`config.mk`:
```
export PLATFORM = sky130hd
export DESIGN_NAME = fft_power_spectrum
export DESIGN_NICKNAME = d
export VERILOG_FILES = /design/src/rtl/fft_pkg.sv /design/src/rtl/fft_pwr_pipe.sv /design/src/rtl/fft_power_spectrum.sv
export SDC_FILE = /design/constraint.sdc
export NUM_CORES = 2
export LEC_CHECK = 0
export CAP_MARGIN = 20
export CORE_ASPECT_RATIO = 0.6
export CORE_MARGIN = 3
export CORE_UTILIZATION = 64
export DETAILED_ROUTE_END_ITERATION = 8
export MAX_ROUTING_LAYER = met4
export PLACE_DENSITY = 0.82
export RECOVER_POWER = 100
export SLEW_MARGIN = 20
export SYNTH_ARGS = -nofsm -noshare
export SYNTH_HDL_FRONTEND = slang
export SYNTH_SLANG_ARGS = --single-unit
```
`constraint.sdc`:
```
create_clock -name clk -period 8.8 [get_ports clk]
set_input_delay 0.88 -clock clk [delete_from_list [all_inputs] [get_ports clk]]
set_output_delay 0.88 -clock clk [all_outputs]
set_load 0.01 [all_outputs]
```
`src/rtl/fft_pkg.sv`:
```
`default_nettype none
// ============================================================================
//  Package     : fft_pkg
//  Description : Shared defaults, FSM state type and power saturation helper
//                for the FFT power-spectrum block.
//  Revision    : 1.0 - initial release
// ============================================================================
package fft_pkg;

    localparam int N_DEF     = 32;
    localparam int IN_W_DEF  = 17;
    localparam int OUT_W_DEF = 34;
    localparam int IDX_W_DEF = 5;

    typedef enum logic [0:0] {
        COLLECT_RE = 1'b0,
        COLLECT_IM = 1'b1
    } fft_state_t;

    // Clamp an unsigned power value to the largest value representable in
    // out_w bits. The caller truncates the result to out_w bits.
    function automatic logic [63:0] sat_pwr(input logic [63:0] sum, input int out_w);
        logic [63:0] max_v;
        max_v = (out_w >= 64) ? '1 : ((64'd1 << out_w) - 64'd1);
        return (sum > max_v) ? max_v : sum;
    endfunction

endpackage
`default_nettype wire

```
`src/rtl/fft_pwr_pipe.sv`:
```
`default_nettype none
// ============================================================================
//  Module      : fft_pwr_pipe
//  Description : Two-stage power datapath. Stage 1 squares the real and
//                imaginary parts, stage 2 adds them and saturates to OUT_W.
//                Valid and bin index travel alongside the data; the outputs
//                hold their last value while out_valid is low.
//  Revision    : 1.0 - initial release
// ============================================================================
module fft_pwr_pipe
    import fft_pkg::*;
#(
    parameter int IN_W  = IN_W_DEF,
    parameter int OUT_W = OUT_W_DEF,
    parameter int IDX_W = IDX_W_DEF
) (
    input  logic                    clk,
    input  logic                    rst,
    input  logic                    in_valid,
    input  logic signed [IN_W-1:0]  re,
    input  logic signed [IN_W-1:0]  im,
    input  logic [IDX_W-1:0]        in_idx,
    output logic                    out_valid,
    output logic [OUT_W-1:0]        pwr,
    output logic [IDX_W-1:0]        out_idx
);

    // A square of an IN_W-bit signed value is at most 2^(2*IN_W-2), so it
    // fits in 2*IN_W-1 unsigned bits; the sum of two needs one more bit.
    localparam int SQ_W  = 2 * IN_W - 1;
    localparam int SUM_W = 2 * IN_W;

    logic signed [SUM_W-1:0] re_ext;
    logic signed [SUM_W-1:0] im_ext;
    logic [SQ_W-1:0]         re_sq_d;
    logic [SQ_W-1:0]         im_sq_d;

    logic                    s1_valid;
    logic [IDX_W-1:0]        s1_idx;
    logic [SQ_W-1:0]         re_sq;
    logic [SQ_W-1:0]         im_sq;

    logic [SUM_W-1:0]        sum;
    logic [OUT_W-1:0]        sum_sat;

    assign re_ext  = SUM_W'(re);
    assign im_ext  = SUM_W'(im);
    assign re_sq_d = SQ_W'(re_ext * re_ext);
    assign im_sq_d = SQ_W'(im_ext * im_ext);

    assign sum     = SUM_W'(re_sq) + SUM_W'(im_sq);
    assign sum_sat = OUT_W'(sat_pwr(64'(sum), OUT_W));

    // Stage 1: register both squares with the bin index
    always_ff @(posedge clk or posedge rst) begin
        if (rst) begin
            s1_valid <= 1'b0;
            s1_idx   <= '0;
            re_sq    <= '0;
            im_sq    <= '0;
        end else begin
            s1_valid <= in_valid;
            if (in_valid) begin
                s1_idx <= in_idx;
                re_sq  <= re_sq_d;
                im_sq  <= im_sq_d;
            end
        end
    end

    // Stage 2: register the saturated sum; data holds while idle
    always_ff @(posedge clk or posedge rst) begin
        if (rst) begin
            out_valid <= 1'b0;
            pwr       <= '0;
            out_idx   <= '0;
        end else begin
            out_valid <= s1_valid;
            if (s1_valid) begin
                pwr     <= sum_sat;
                out_idx <= s1_idx;
            end
        end
    end

endmodule
`default_nettype wire

```
`src/rtl/fft_power_spectrum.sv`:
```
`default_nettype none
// ============================================================================
//  Module      : fft_power_spectrum
//  Description : Consumes the FFT serial result stream (N real words, then
//                N imaginary words per frame), streams per-bin power
//                re^2+im^2 and reports the peak bin of every frame.
//                Optional macro FFT_PWR_DC_SKIP_EN excludes bin 0 from the
//                peak search (bin 0 power is still streamed).
//  Revision    : 1.0 - initial release
// ============================================================================
module fft_power_spectrum
    import fft_pkg::*;
#(
    parameter int N     = N_DEF,
    parameter int IN_W  = IN_W_DEF,
    parameter int OUT_W = OUT_W_DEF,
    parameter int IDX_W = IDX_W_DEF
) (
    input  logic                    clk,
    input  logic                    rst,
    input  logic                    valid_i,
    input  logic signed [IN_W-1:0]  data_i,
    output logic                    pwr_valid_o,
    output logic [OUT_W-1:0]        pwr_o,
    output logic [IDX_W-1:0]        pwr_idx_o,
    output logic                    peak_valid_o,
    output logic [IDX_W-1:0]        peak_idx_o,
    output logic [OUT_W-1:0]        peak_pwr_o,
    output logic                    busy_o
);

    localparam int WCNT_W = IDX_W + 1;

`ifdef FFT_PWR_DC_SKIP_EN
    localparam int FIRST_BIN = 1;
`else
    localparam int FIRST_BIN = 0;
`endif

    localparam logic [WCNT_W-1:0] LAST_RE   = WCNT_W'(N - 1);
    localparam logic [WCNT_W-1:0] LAST_IM   = WCNT_W'(2 * N - 1);
    localparam logic [IDX_W-1:0]  FIRST_IDX = IDX_W'(FIRST_BIN);
    localparam logic [IDX_W-1:0]  LAST_IDX  = IDX_W'(N - 1);

    fft_state_t              state;
    fft_state_t              state_next;
    logic [WCNT_W-1:0]       wcnt;
    logic [IDX_W-1:0]        bin;
    logic signed [IN_W-1:0]  re_buf [N];
    logic                    pipe_valid;

    logic                    take;
    logic                    frame_end;
    logic                    frame_open;
    logic [IDX_W-1:0]        cand_idx;
    logic [OUT_W-1:0]        cand_pwr;
    logic [IDX_W-1:0]        run_idx;
    logic [OUT_W-1:0]        run_pwr;

    assign bin        = wcnt[IDX_W-1:0];
    assign pipe_valid = valid_i && (state == COLLECT_IM);

    // FSM state register
    always_ff @(posedge clk or posedge rst) begin
        if (rst) begin
            state <= COLLECT_RE;
        end else begin
            state <= state_next;
        end
    end

    // FSM next state: switch halves after the last word of each half
    always_comb begin
        state_next = state;
        case (state)
            COLLECT_RE: if (valid_i && (wcnt == LAST_RE)) state_next = COLLECT_IM;
            COLLECT_IM: if (valid_i && (wcnt == LAST_IM)) state_next = COLLECT_RE;
            default:    state_next = COLLECT_RE;
        endcase
    end

    // Word counter over the whole frame, advancing only on accepted words
    always_ff @(posedge clk or posedge rst) begin
        if (rst) begin
            wcnt <= '0;
        end else if (valid_i) begin
            wcnt <= (wcnt == LAST_IM) ? '0 : wcnt + WCNT_W'(1);
        end
    end

    // Real-part buffer; contents are don't-care after reset
    always_ff @(posedge clk) begin
        if (valid_i && (state == COLLECT_RE)) begin
            re_buf[bin] <= data_i;
        end
    end

    fft_pwr_pipe #(
        .IN_W  (IN_W),
        .OUT_W (OUT_W),
        .IDX_W (IDX_W)
    ) u_pipe (
        .clk       (clk),
        .rst       (rst),
        .in_valid  (pipe_valid),
        .re        (re_buf[bin]),
        .im        (data_i),
        .in_idx    (bin),
        .out_valid (pwr_valid_o),
        .pwr       (pwr_o),
        .out_idx   (pwr_idx_o)
    );

    // Peak candidate: first searched bin loads, later bins must be strictly
    // greater so ties keep the lowest index
    always_comb begin
        take      = (pwr_idx_o == FIRST_IDX) ||
                    ((pwr_idx_o > FIRST_IDX) && (pwr_o > run_pwr));
        cand_idx  = take ? pwr_idx_o : run_idx;
        cand_pwr  = take ? pwr_o     : run_pwr;
        frame_end = pwr_valid_o && (pwr_idx_o == LAST_IDX);
        frame_open = valid_i || (wcnt != '0);
    end

    // Running peak over the frame currently leaving the pipe
    always_ff @(posedge clk or posedge rst) begin
        if (rst) begin
            run_idx <= '0;
            run_pwr <= '0;
        end else if (pwr_valid_o) begin
            run_idx <= cand_idx;
            run_pwr <= cand_pwr;
        end
    end

    // Peak result registers, updated once per completed frame
    always_ff @(posedge clk or posedge rst) begin
        if (rst) begin
            peak_valid_o <= 1'b0;
            peak_idx_o   <= '0;
            peak_pwr_o   <= '0;
        end else begin
            peak_valid_o <= frame_end;
            if (frame_end) begin
                peak_idx_o <= cand_idx;
                peak_pwr_o <= cand_pwr;
            end
        end
    end

    // Busy: set by accepted words, cleared with the peak pulse unless the
    // next frame is already underway
    always_ff @(posedge clk or posedge rst) begin
        if (rst) begin
            busy_o <= 1'b0;
        end else if (frame_end) begin
            busy_o <= frame_open;
        end else if (valid_i) begin
            busy_o <= 1'b1;
        end
    end

endmodule
`default_nettype wire

```
# --- Word-level counts from Yosys, hierarchy flattened ---
# Memory sizes are Yosys's and may differ from the RTL's.
# Index checks and enable logic that the tools add are counted.
op_classes:
  addsub: 2
  n_mul: 2
  order_cmp: 2
  n_eq_ne: 3
  mux: 10
  bitwise: 1
  n_reduce_logical: 11
ops:
  columns: ["op", "n"]
  rows:
  - ["multiplier 17 x 17 -> 33 bit", 2]
  - ["adder 33 x 33 -> 34 bit", 1]
  - ["greater-than comparator 34 bit", 1]
  - ["two-way mux 34 bit", 1]
  - ["adder 6 x 1 -> 6 bit (second input constant)", 1]
  - ["== test 6 x 5 -> 1 bit (second input constant)", 1]
  - ["== test 6 bit (second input constant)", 1]
  - ["logical AND 1 bit", 6]
  - ["two-way mux 1 bit", 6]
  - ["two-way mux 6 bit", 1]
  - ["nonzero test 6 bit", 1]
  - ["== test 5 bit (second input constant)", 1]
  - ["greater-than comparator 5 x 1 -> 1 bit (second input constant)", 1]
  - ["logical NOT 5 bit", 1]
  - ["two-way mux 5 bit", 1]
  - ["logical OR 1 bit", 2]
  - ["case mux 1 bit (2 select lines)", 1]
  - ["nonzero test 2 bit", 1]
  - ["inverter 1 bit", 1]
totals:
  regBits: 199
  ram_bits: 544
  inputBits: 20
  output_inout_bits: 81
  word_cells: 47
  n_memories: 1
mem_list:
  columns: ["name", "words", "width", "read_ports", "rd_ports_with_merged_regs", "write_ports", "line_no", "text"]
  rows:
  - ["re_buf", 32, 17, 1, 0, 1, "fft_power_spectrum.sv:49", "logic signed [IN_W-1:0] re_buf [N];"]

# --- Longest topological paths before layout ---
logic_depth:
  ltp_word: 4
  mapped_depth: 34

# --- Modules after synthesis ---
# Synthesis repeated with hierarchy kept, for this count alone.
unflattened:
  hier_cells: 3852
  hier_area_um2: 49642.6
modules_own_cells:
  columns: ["mod", "n_inst", "cells_each", "area_each_um2", "seq_area_each_um2"]
  rows:
  - ["fft_power_spectrum", 1, 1340, 25144.1, 18512.8]
  - ["fft_pwr_pipe", 1, 2512, 24498.5, 2752.6]

# --- Least setup slack after synthesis ---
# No wires, ideal clock.
synth_timing:
  path_kind: "reg-to-reg"
  start: "register wcnt[1]"
  end: "register u_pipe.re_sq[32]"
  setup_time_ps: 140
  arrival_ps: 7854
  required_time_ps: 8660
  path_slack_ps: 806
  path_stages_with_launch: 33
  path_buffers: 6
  synth_period_minus_slack_ps: 7994
  path_cell_list: "dfrtp_1 -> clkbuf_1 -> buf_2 -> clkbuf_1 -> buf_1 -> mux4_2 -> inv_1 -> o22ai_1 -> or4_1 -> buf_2 -> nand2_1 -> inv_1 -> fa_1 -> inv_1 -> fa_1 -> fa_1 -> inv_1 -> fa_1 -> fa_1 -> inv_1 -> fa_1 -> inv_1 -> ha_1 -> clkbuf_1 -> and4_1 -> o21ai_0 -> o21bai_1 -> o21ai_0 -> a211oi_1 -> or3_1 -> a21boi_0 -> or3_1 -> a31oi_1"
synth_between:
  elab_chain_len: 2
synth_lines:
  columns: ["item", "line_no", "text"]
  rows:
  - ["start, declared", "fft_power_spectrum.sv:47", "logic [WCNT_W-1:0] wcnt;"]
  - ["start signal, assigned", "fft_power_spectrum.sv:87", "wcnt <= (wcnt == LAST_IM) ? '0 : wcnt + WCNT_W'(1);"]
  - ["memory (32 x 17 bit)", null, null]
  - ["multiplier 17 x 17 -> 33 bit", "fft_pwr_pipe.sv:48", "assign re_sq_d = SQ_W'(re_ext * re_ext);"]
  - ["end signal, assigned", "fft_pwr_pipe.sv:65", "re_sq <= re_sq_d;"]
  - ["end, declared", "fft_pwr_pipe.sv:40", "logic [SQ_W-1:0] re_sq;"]
# Every way passes these cells.
# A chain may end at the register's enable or synchronous reset.

# --- Final worst setup path ---
layout_timing:
  start: "input port data_i[8]"
  end: "register u_pipe.im_sq[29]"
layout_between:
  elab_chain_len: 1
layout_lines:
  columns: ["item", "line_no", "text"]
  rows:
  - ["start, declared", "fft_power_spectrum.sv:22", "input logic signed [IN_W-1:0] data_i,"]
  - ["multiplier 17 x 17 -> 33 bit", "fft_pwr_pipe.sv:49", "assign im_sq_d = SQ_W'(im_ext * im_ext);"]
  - ["end signal, assigned", "fft_pwr_pipe.sv:66", "im_sq <= im_sq_d;"]
  - ["end, declared", "fft_pwr_pipe.sv:41", "logic [SQ_W-1:0] im_sq;"]
# Every way passes these cells.

==> run_results.csv <==
group,metric,value,unit
status,run_status,"finished with violations",
status,violations,"max-capacitance violations, max-slew violations",
cells_and_area,final_nets,4918,
floorplan,core_area,76220,sq um
grt,grt_pass1_vias,32850,
timing,hold_viol,0,
clock_tree,clk_pin_slew_worst_paths,0.07,ns
floorplan,io_pins,101,
routing,drc_errors,0,
floorplan,start_util,65.18,%
yosys,synth_seq_cells,741,
routing,vias_per_cell,6.067,
grt,antenna_found_initial,6,
timing,finalMaxSlewViolations,661,
floorplan,die_x,365.7,um
yosys,synth_ff_type,"edfxtp_1",
setup_path,r2r_setup_slack,0.32,ns
setup_path,slowest_delay,1.16,ns
clock_tree,postCtsHoldBufs,0,
routing,antenna_left,0,
yosys,async_reset_ff_share,26.59,%
placement,place.gp.congestion,0.9828,
yosys,syn-cell-area,49680,sq um
clock_tree,clockRootBuffer,"clkbuf_16",
grt,grt_max_degree,123,
grt,grt_pass1_wl,195.6,mm
setup_path,crit_top_cell,"fa_1",
cells_and_area,area_delta_synth_final,9.835,%
clock_tree,cts.sinks,741,
yosys,postSynthAreaPerCell,12.54,sq um
cells_and_area,fin_util,71.59,%
clock_tree,clk_latency,0.63,ns
yosys,synthesis.instances,3961,
yosys,synth_area_leader_cell,"edfxtp_1",
yosys,synth.distinct_cells,71,
timing,relSlewSlack,-254.5,%
yosys,synthTopCellsByCount,"813 x inv_1, 544 x edfxtp_1, 525 x fa_1, 332 x nand2_1, 237 x ha_1",
timing,timing.final.crit_period,8.505,ns
floorplan,placement_rows,78,
timing,setup_viol,0,
placement,io_buffers,100,
setup_path,cp_data_required_time,9.27,ns
floorplan,die_area,81110,sq um
yosys,ys_warn_count,0,
setup_path,cp_cell_sequence,"clkbuf_1 > inv_1 > fa_1 > fa_1 > inv_1 > fa_1 > inv_1 > fa_1 > fa_1 > inv_1 > fa_1 > ha_1 > nand2_1 > o21ai_0 > nor3_1 > o21a_1 > or4_1 > a31oi_1 > a31oi_1 > xnor2_1 > o21ai_0",
setup_path,path_max_fanout,23,
timing,skew,0.02042,ns
setup_path,crit_arrival,8.98,ns
cells_and_area,n_fill_cell,4963,
yosys,synth_area_leaders,"edfxtp_1 33%, fa_1 21%, dfrtp_1 9.9%, inv_1 6.1%, ha_1 6.0%",
clock_tree,cts-htree-levels,3,
routing,first_iter_violations,3834,
routing,num_vias,31755,
timing,setup_tns,0,ns
setup_path,cp-end-kind,"flop",
grt,gr-total-overflow,0,
clock_tree,cts_tree,"done",
setup_path,path_class,"in -> reg",
timing,max_clock_freq,117.6,MHz
routing,firstDrtPassIters,6,
setup_path,r2r-start,"wcnt[0]",
routing,wirelength,124.5,mm
clock_tree,cts_made_buffers,69,
grt,grt_usage,33.09,%
yosys,synth_edf_count,544,
cells_and_area,drive_above_1_share,10.31,%
setup_path,crit_end,"u_pipe.im_sq[29]",
cells_and_area,multi_input_area,24690,sq um
run,drv_cap,17,
yosys,ys_seq_area_share,42.81,%
setup_path,critPathBufInv,5,
setup_path,r2r-end,"u_pipe.re_sq[32]",
floorplan,die_h,221.8,um
placement,dpl.hpwl,91.85,mm
yosys,synth_most_common_cell,"inv_1",
yosys,syn-num-nets,4743,
cells_and_area,regArea,21270,sq um
clock_tree,cts_buffer_depth,3,
min_path,hold_class,"reg -> reg",
timing,finalCritPeriodShare,96.65,%
setup_path,worstRegToRegCells,28,
yosys,synth_top_area_share,32.88,%
setup_path,path_delay_family,"adder cells",
setup_path,crit_cells,21,
timing,tightest_slew,5.318,ns
setup_path,setup.worst_path.start,"data_i[8]",
setup_path,cp_slowest_cell,"clkbuf_1",
timing,rsz0062_at_grt,"false",
setup_path,crit_path_start_kind,"input pin",
routing,post_drt_wl_per_cell,23.79,um
metrics by stage:
| stage | area, sq um | std cells | hold slack (ns) | worst slack [ns] |
|---|---|---|---|---|
| final | 54560 | 5234 | 0.4596 | 0.2950 |
| after global placement | 52490 | 5097 | 0.4499 | 0.4875 |
| after detailed placement | 52490 | 5097 | 0.4565 | 0.3978 |
| after CTS | 54710 | 5222 | 0.4703 | 0.3448 |
| after floorplan | 49680 | 3961 | 0.3793 | 0.8058 |
| after global routing | 54560 | 5233 | 0.4843 | 0.01036 |
sequential cells by signal (all words and copies together), names as in the netlist:
name,flops
re_buf,544
peak_pwr_o,34
run_pwr,34
u_pipe.pwr,34
u_pipe.im_sq,32
u_pipe.re_sq,32
wcnt,6
peak_idx_o,5
run_idx,5
u_pipe.out_idx,5
u_pipe.s1_idx,5
busy_o,1
peak_valid_o,1
state,1
u_pipe.out_valid,1
u_pipe.s1_valid,1
placed cells by master (no fill, tap or decap), types with 17 or more instances in the layout:
cell type	instances
inv_1	812
edfxtp_1	544
fa_1	525
nand2_1	332
ha_1	237
dfrtp_1	195
mux4_2	128
nor2_1	122
o21ai_0	105
buf_4	94
and2_1	88
dlygate4sd3_1	84
clkbuf_1	79
clkbuf_16	70
a21oi_1	69
mux2_2	66
xnor2_1	65
o22ai_1	49
xor2_1	42
nand3_1	40
a21o_1	40
o211ai_1	40
nor2b_1	32
o311ai_0	31
nand4_1	23
nor3_1	22
nand2b_1	17
tightest hold or removal path, stage by stage (launching register included):
cell     delay (ns)
dfrtp_1        0.34
nand2_1        0.05
nand2_1        0.04
cells by family (layout without fill, tap and decap cells):
kind of cell    Yosys count  after routing  synth area share, %
buf+inv                 968           1197                7.563
fa+ha+maj               762            762                27.13
simple gates            749            749                7.175
flops                   741            741                42.81
compound gates          427            427                5.556
mux                     207            207                7.888
xor+xnor                107            107                1.886
other cells               0              4                    0
routing by layer:
| metal | wire length [um] | track usage (%) | vias to the layer above |
|---|---|---|---|
| met5 | 0 | - | - |
| met3 | 16950 | 11.03 | 216 |
| li1 | - | - | 13566 |
| met4 | 3132 | 7.879 | 0 |
| met2 | 51850 | 44.28 | 1825 |
| met1 | 52550 | 49.34 | 16148 |
area by class of cell:
class                           count  share of cell area [%]
Antenna cell                        4                 0.01834
Clock buffer                       86                   3.375
Clock inverter                     39                  0.6856
Inverter                          814                   5.602
Multi-Input combinational cell   2252                   45.24
Sequential cell                   741                   38.99
Tap cell                         1040                   2.385
Timing Repair Buffer              258                   3.703
timing repair:
item,4_1_cts,5_1_grt
gates resized for setup,0,9
setup buffers,0,8
endpoints found under the setup margin,0,7
how the worst min path moves through the flow:
stage	start	endpoint	cells after the start
after floorplan	u_pipe.s1_valid	u_pipe.out_valid	0
after global placement	peak_idx_o[4]	peak_idx_o[4]	2
after detailed placement	peak_idx_o[4]	peak_idx_o[4]	2
after CTS	peak_idx_o[4]	peak_idx_o[4]	2
after global routing	peak_idx_o[4]	peak_idx_o[4]	2
final	peak_idx_o[4]	peak_idx_o[4]	2
Power is left out: the tool's default activity adds up to more than one toggle a clock period on the data nets, which glitch-free logic cannot reach.
